==> src/rtl/mips_mem_arbiter.sv <==
// Shares a single-ported memory between instruction fetch and data ports of a MIPS pipeline.
// Optional macro ARB_FAIRNESS_EN bounds the data streak a waiting fetch will tolerate.
module mips_mem_arbiter #(
  parameter int unsigned DATA_WIDTH  = 32,
  parameter int unsigned ADDR_WIDTH  = 32,
  parameter int unsigned DSTREAK_MAX = 4
) (
  input  logic                  clk,
  input  logic                  reset,
  input  logic                  i_req,
  input  logic [ADDR_WIDTH-1:0] i_adr,
  output logic [DATA_WIDTH-1:0] i_rdata,
  output logic                  i_ack,
  input  logic                  d_read,
  input  logic                  d_write,
  input  logic [ADDR_WIDTH-1:0] d_adr,
  input  logic [DATA_WIDTH-1:0] d_wdata,
  output logic [DATA_WIDTH-1:0] d_rdata,
  output logic                  d_ack,
  output logic                  m_req,
  output logic                  m_we,
  output logic [ADDR_WIDTH-1:0] m_adr,
  output logic [DATA_WIDTH-1:0] m_wdata,
  input  logic [DATA_WIDTH-1:0] m_rdata,
  input  logic                  m_ready,
  output logic                  stall
);

  typedef enum logic [1:0] {StIdle, StAccess, StResp} state_e;

  state_e                state_q, state_d;
  logic                  owner_data_q, owner_data_d;
  logic                  m_req_q, m_req_d;
  logic                  m_we_q, m_we_d;
  logic [ADDR_WIDTH-1:0] m_adr_q, m_adr_d;
  logic [DATA_WIDTH-1:0] m_wdata_q, m_wdata_d;
  logic [DATA_WIDTH-1:0] i_rdata_q, i_rdata_d;
  logic [DATA_WIDTH-1:0] d_rdata_q, d_rdata_d;
  logic                  i_ack_q, i_ack_d;
  logic                  d_ack_q, d_ack_d;

  logic d_any;
  logic fetch_due;
  logic grant_data;
  logic grant_fetch;

  assign d_any = d_read | d_write;

`ifdef ARB_FAIRNESS_EN
  localparam int unsigned StreakW = (DSTREAK_MAX > 0) ? $clog2(DSTREAK_MAX + 1) : 1;

  logic [StreakW-1:0] streak_q, streak_d;

  // A fetch that has watched DSTREAK_MAX data grants go by wins the next slot.
  assign fetch_due = i_req && (streak_q == StreakW'(DSTREAK_MAX));

  always_comb begin
    streak_d = streak_q;
    if (grant_fetch) begin
      streak_d = '0;
    end else if (grant_data) begin
      if (!i_req) begin
        streak_d = '0;
      end else if (streak_q != StreakW'(DSTREAK_MAX)) begin
        streak_d = streak_q + 1'b1;
      end
    end
  end

  always_ff @(posedge clk or posedge reset) begin
    if (reset) begin
      streak_q <= '0;
    end else begin
      streak_q <= streak_d;
    end
  end
`else
  assign fetch_due = 1'b0;
`endif

  assign grant_data  = (state_q == StIdle) && d_any && !fetch_due;
  assign grant_fetch = (state_q == StIdle) && i_req && (!d_any || fetch_due);

  always_comb begin
    state_d      = state_q;
    owner_data_d = owner_data_q;
    m_req_d      = m_req_q;
    m_we_d       = m_we_q;
    m_adr_d      = m_adr_q;
    m_wdata_d    = m_wdata_q;
    i_rdata_d    = i_rdata_q;
    d_rdata_d    = d_rdata_q;
    i_ack_d      = 1'b0;
    d_ack_d      = 1'b0;
    unique case (state_q)
      StIdle: begin
        if (grant_data) begin
          // A simultaneous read and write is serviced as the write alone.
          owner_data_d = 1'b1;
          m_req_d      = 1'b1;
          m_we_d       = d_write;
          m_adr_d      = d_adr;
          m_wdata_d    = d_wdata;
          state_d      = StAccess;
        end else if (grant_fetch) begin
          owner_data_d = 1'b0;
          m_req_d      = 1'b1;
          m_we_d       = 1'b0;
          m_adr_d      = i_adr;
          state_d      = StAccess;
        end
      end
      StAccess: begin
        if (m_ready) begin
          m_req_d = 1'b0;
          m_we_d  = 1'b0;
          state_d = StResp;
          if (owner_data_q) begin
            d_ack_d = 1'b1;
            if (!m_we_q) begin
              d_rdata_d = m_rdata;
            end
          end else begin
            i_ack_d   = 1'b1;
            i_rdata_d = m_rdata;
          end
        end
      end
      StResp: begin
        // No arbitration here, so the just-acked request is not re-granted.
        state_d = StIdle;
      end
      default: begin
        state_d = StIdle;
      end
    endcase
  end

  always_ff @(posedge clk or posedge reset) begin
    if (reset) begin
      state_q      <= StIdle;
      owner_data_q <= 1'b0;
      m_req_q      <= 1'b0;
      m_we_q       <= 1'b0;
      m_adr_q      <= '0;
      m_wdata_q    <= '0;
      i_rdata_q    <= '0;
      d_rdata_q    <= '0;
      i_ack_q      <= 1'b0;
      d_ack_q      <= 1'b0;
    end else begin
      state_q      <= state_d;
      owner_data_q <= owner_data_d;
      m_req_q      <= m_req_d;
      m_we_q       <= m_we_d;
      m_adr_q      <= m_adr_d;
      m_wdata_q    <= m_wdata_d;
      i_rdata_q    <= i_rdata_d;
      d_rdata_q    <= d_rdata_d;
      i_ack_q      <= i_ack_d;
      d_ack_q      <= d_ack_d;
    end
  end

  assign m_req   = m_req_q;
  assign m_we    = m_we_q;
  assign m_adr   = m_adr_q;
  assign m_wdata = m_wdata_q;
  assign i_rdata = i_rdata_q;
  assign d_rdata = d_rdata_q;
  assign i_ack   = i_ack_q;
  assign d_ack   = d_ack_q;
  assign stall   = (i_req & ~i_ack_q) | (d_any & ~d_ack_q);

endmodule

==> config.mk <==
export PLATFORM = sky130hd
export DESIGN_NAME = mips_mem_arbiter
export DESIGN_NICKNAME = d
export VERILOG_FILES = /design/src/rtl/mips_mem_arbiter.sv
export SDC_FILE = /design/constraint.sdc
export NUM_CORES = 1
export LEC_CHECK = 0
export ABC_AREA = 1
export BUFFER_PORTS_ARGS = -buffer_cell sky130_fd_sc_hd__buf_2
export CORE_MARGIN = 2
export CORE_UTILIZATION = 48
export CTS_BUF_LIST = sky130_fd_sc_hd__clkbuf_4
export DETAILED_ROUTE_END_ITERATION = 16
export PLACE_DENSITY_LB_ADDON = 0.25
export SLEW_MARGIN = 20
export SYNTH_ARGS = -nofsm -noshare
export SYNTH_HDL_FRONTEND = slang
export SYNTH_SLANG_ARGS = --single-unit
==> constraint.sdc <==
create_clock -name clk -period 4.1 [get_ports clk]
set_input_delay 0.205 -clock clk [delete_from_list [all_inputs] [get_ports clk]]
set_output_delay 0.205 -clock clk [all_outputs]
set_load 0.02 [all_outputs]
==> flow_summary.json <==
{
  "worstReg2RegEnd": "m_adr[28]",
  "pwr-share-seq_pct": 36.1,
  "min_path_type": "primary input to flip-flop",
  "setup_tns_ps": 0,
  "max_stage_delay_ps": 630,
  "seq_area_frac_synth_pct": 59.4,
  "hold_end": "m_adr[9]",
  "switching_power_mw": 2.88,
  "muxShareOfSynthArea_pct": 0,
  "report.final.hold_viol_count": 0,
  "cts_sinks": 135,
  "ys_types": 15,
  "relSlewSlack_pct": 43.2,
  "numCtsBuffers": 17,
  "leakagePower_nw": 5.10,
  "finalCritPeriodShare_pct": 66.0,
  "rsz0062_at_grt": "no",
  "syn2layout_area_growth_pct": 51.7,
  "track_usage_pct": 27.9,
  "root_buffer": "clkbuf_4",
  "coreArea_um2": 11500,
  "slowest_stage": "nor2_4",
  "pwr_density_cell_nw_per_um2": 741,
  "timing.critical_path.required_ps": 4560,
  "synth_area_per_cell_um2": 8.08,
  "post-route-min-period_ps": 2710,
  "start_util_pct": 49.6,
  "fin_cells": 1238,
  "synth-adder-area-share_pct": 0,
  "antenna_found_initial": 0,
  "worstSetupPathType": "flip-flop to flip-flop",
  "r2r_slack_ps": 1390,
  "whs_ps": 47.1,
  "p_int_mw": 3.51,
  "vias": 5966,
  "nNetsFinal": 1216,
  "synthCells": 704,
  "die_area_um2": 12700,
  "rr_startpoint": "state_q[0]",
  "postRouteAntennaNets": 0,
  "worstHoldStart": "d_adr[9]",
  "drtIter0Drc": 567,
  "place_inst": 1084,
  "routed_wl_um": 17800,
  "worst_slew_pin_slew_ps": 852,
  "maxCapViolCount": 0,
  "power_frac_clock_pct": 15.5,
  "cts_setup_buffers": 0,
  "finalSetupViolCount": 0,
  "crit_chain": "nor2_4 > nand2_1 > nand2_2 > nand3_1 > dlygate4sd3_1 > nand2_1",
  "io_buffer_count": 266,
  "p_sw_share_pct": 45.1,
  "avgViaCountPerCell": 4.82,
  "grt_pass1_wl_um": 28000,
  "crit_path_frequent_cell": "nand2_1",
  "synth_top_family_by_area": "simple AND/OR/NAND/NOR gates",
  "netlist_area_um2": 5690,
  "wl_per_cell_um": 14.4,
  "h-tree-depth": 4,
  "peakVddDrop_v": 0.000458,
  "nFillCells": 793,
  "ioPinCount": 267,
  "fin_skew_ps": 18.1,
  "tritoncts": "yes",
  "crit_arrival_ps": 3170,
  "end_kind": "flip-flop",
  "ys_ff_latch": 135,
  "gr-total-overflow": 0,
  "clk_pin_slew_ps": 120,
  "timing.fmax_mhz": 370,
  "yosys.area_share.simple_pct": 30.0,
  "drc": 0,
  "place_congestion": 0.949,
  "worstRegToRegCells": 6,
  "diodes": 0,
  "final_layout_size_suffix_gt1_share_pct": 28.5,
  "rows": 39,
  "combPwrFrac_pct": 48.4,
  "first_pass_iters": 7,
  "ys_warn_count": 0,
  "synth_compound_area_share_pct": 1.87,
  "synth_nets": 838,
  "maxSlewViolCount": 0,
  "outcome": "finished, final reports clean",
  "dp_hpwl_um": 10600,
  "die_x_um": 113,
  "fin_util_pct": 75.2,
  "synth_xor_area_share_pct": 0,
  "dieHeight_um": 113,
  "grt_max_degree": 70,
  "crit_fanout": 35,
  "clock_latency_ps": 520,
  "critPathLaunchType": "flip-flop",
  "min_path_cells": 5,
  "first_global_vias": 5874,
  "clk_path_buf_depth": 2
}
## power by group through the flow
stage	sequential [mW]	clock, mW	combinational (mW)
after floorplan	3.05	0	1.11
after global placement	2.31	0	2.78
after detailed placement	2.29	0	2.85
after CTS	2.29	1.01	3.06
after global routing	2.38	1.08	3.38
final	2.30	0.991	3.10
## worst max-delay path, delay by kind of cell (launching register included)
family | cells | cell delay [ps]
DFF | 1 | 430
and+or+nand+nor | 5 | 1590
buffers and inverters | 1 | 620
## routing by layer
layer  wire length [um]  vias up  share of wire, %  track usage [%]
met4                675        0               3.8             13.7
met1               7170     2713                40             34.2
met2               8480      327                48             46.4
met5                  0        -                 0                0
met3               1500       60               8.4             6.75
li1                   -     2866                 -                -
## area by class of cell
type,count,area (um^2),area share [%]
Sequential cell,135,3380,39.2
Timing Repair Buffer,393,2600,30.2
Multi-Input combinational cell,449,1810,21.0
Inverter,86,325,3.77
Clock inverter,15,201,2.34
Tap cell,143,179,2.07
Clock buffer,17,128,1.48
## layout by cell type (no fill, tap or decap), types with 2 or more instances in the layout
cell	synthesis	final
clkinvlp_4	0	3
clkbuf_4	0	17
nand2_2	2	2
clkinv_2	0	3
dlygate4sd3_1	0	122
clkinv_4	0	3
inv_1	82	81
inv_6	0	2
buf_4	4	4
dfrtp_1	135	135
bufinv_16	0	4
nand2_1	358	358
buf_2	19	266
nand3_1	65	65
inv_2	4	4
o21ai_0	20	20
## synthesized netlist by cell type (all sizes together)
library cell / count / area share (%)
clkbuf: 10 / 0.66
o22ai: 1 / 0.11
buf: 24 / 2.4
nand4: 1 / 0.11
inv: 86 / 5.7
dfrtp: 135 / 59
nand3: 65 / 5.7
nand2: 360 / 24
o21ai: 20 / 1.8
nor2: 2 / 0.31
## sequential cells by signal, indices dropped and copies added, names as in the netlist
signal        count
i_ack             1
owner_data_q      1
state_q           2
m_wdata          32
d_rdata          32
m_adr            32
i_rdata          32
d_ack             1
m_we              1
m_req             1
## logic make-up (layout without fill, tap and decap cells)
group                  count (synthesis)  in the layout
DFF                                  135            135
and+or+nand+nor                      428            428
AOI/OAI and AO/OA                     21             21
buffers and inverters                120            511
## worst max path at each step
stage                    start         to  slack, ps
detailed placement  state_q[0]  m_adr[25]       1560
finish              state_q[0]  m_adr[28]       1390
CTS                 state_q[0]  m_adr[23]       1470
global route        state_q[0]   m_adr[1]       1270
floorplan                reset      d_ack        280
global placement    state_q[0]  m_adr[12]       1640
## metrics by stage
stage / power (mW) / area, um^2 / setup slack (ps)
after floorplan: 4.16 / 5690 / 284
after global routing: 6.83 / 8630 / 1270
after CTS: 6.37 / 8630 / 1470
after global placement: 5.09 / 7080 / 1640
final: 6.39 / 8630 / 1390
after detailed placement: 5.15 / 7080 / 1560
## repair_timing
action	4_1_cts	5_1_grt
resized for setup	0	0
hold buffers	122	0
hold endpoints to repair	199	0
(Power assumes the default switching activity.)
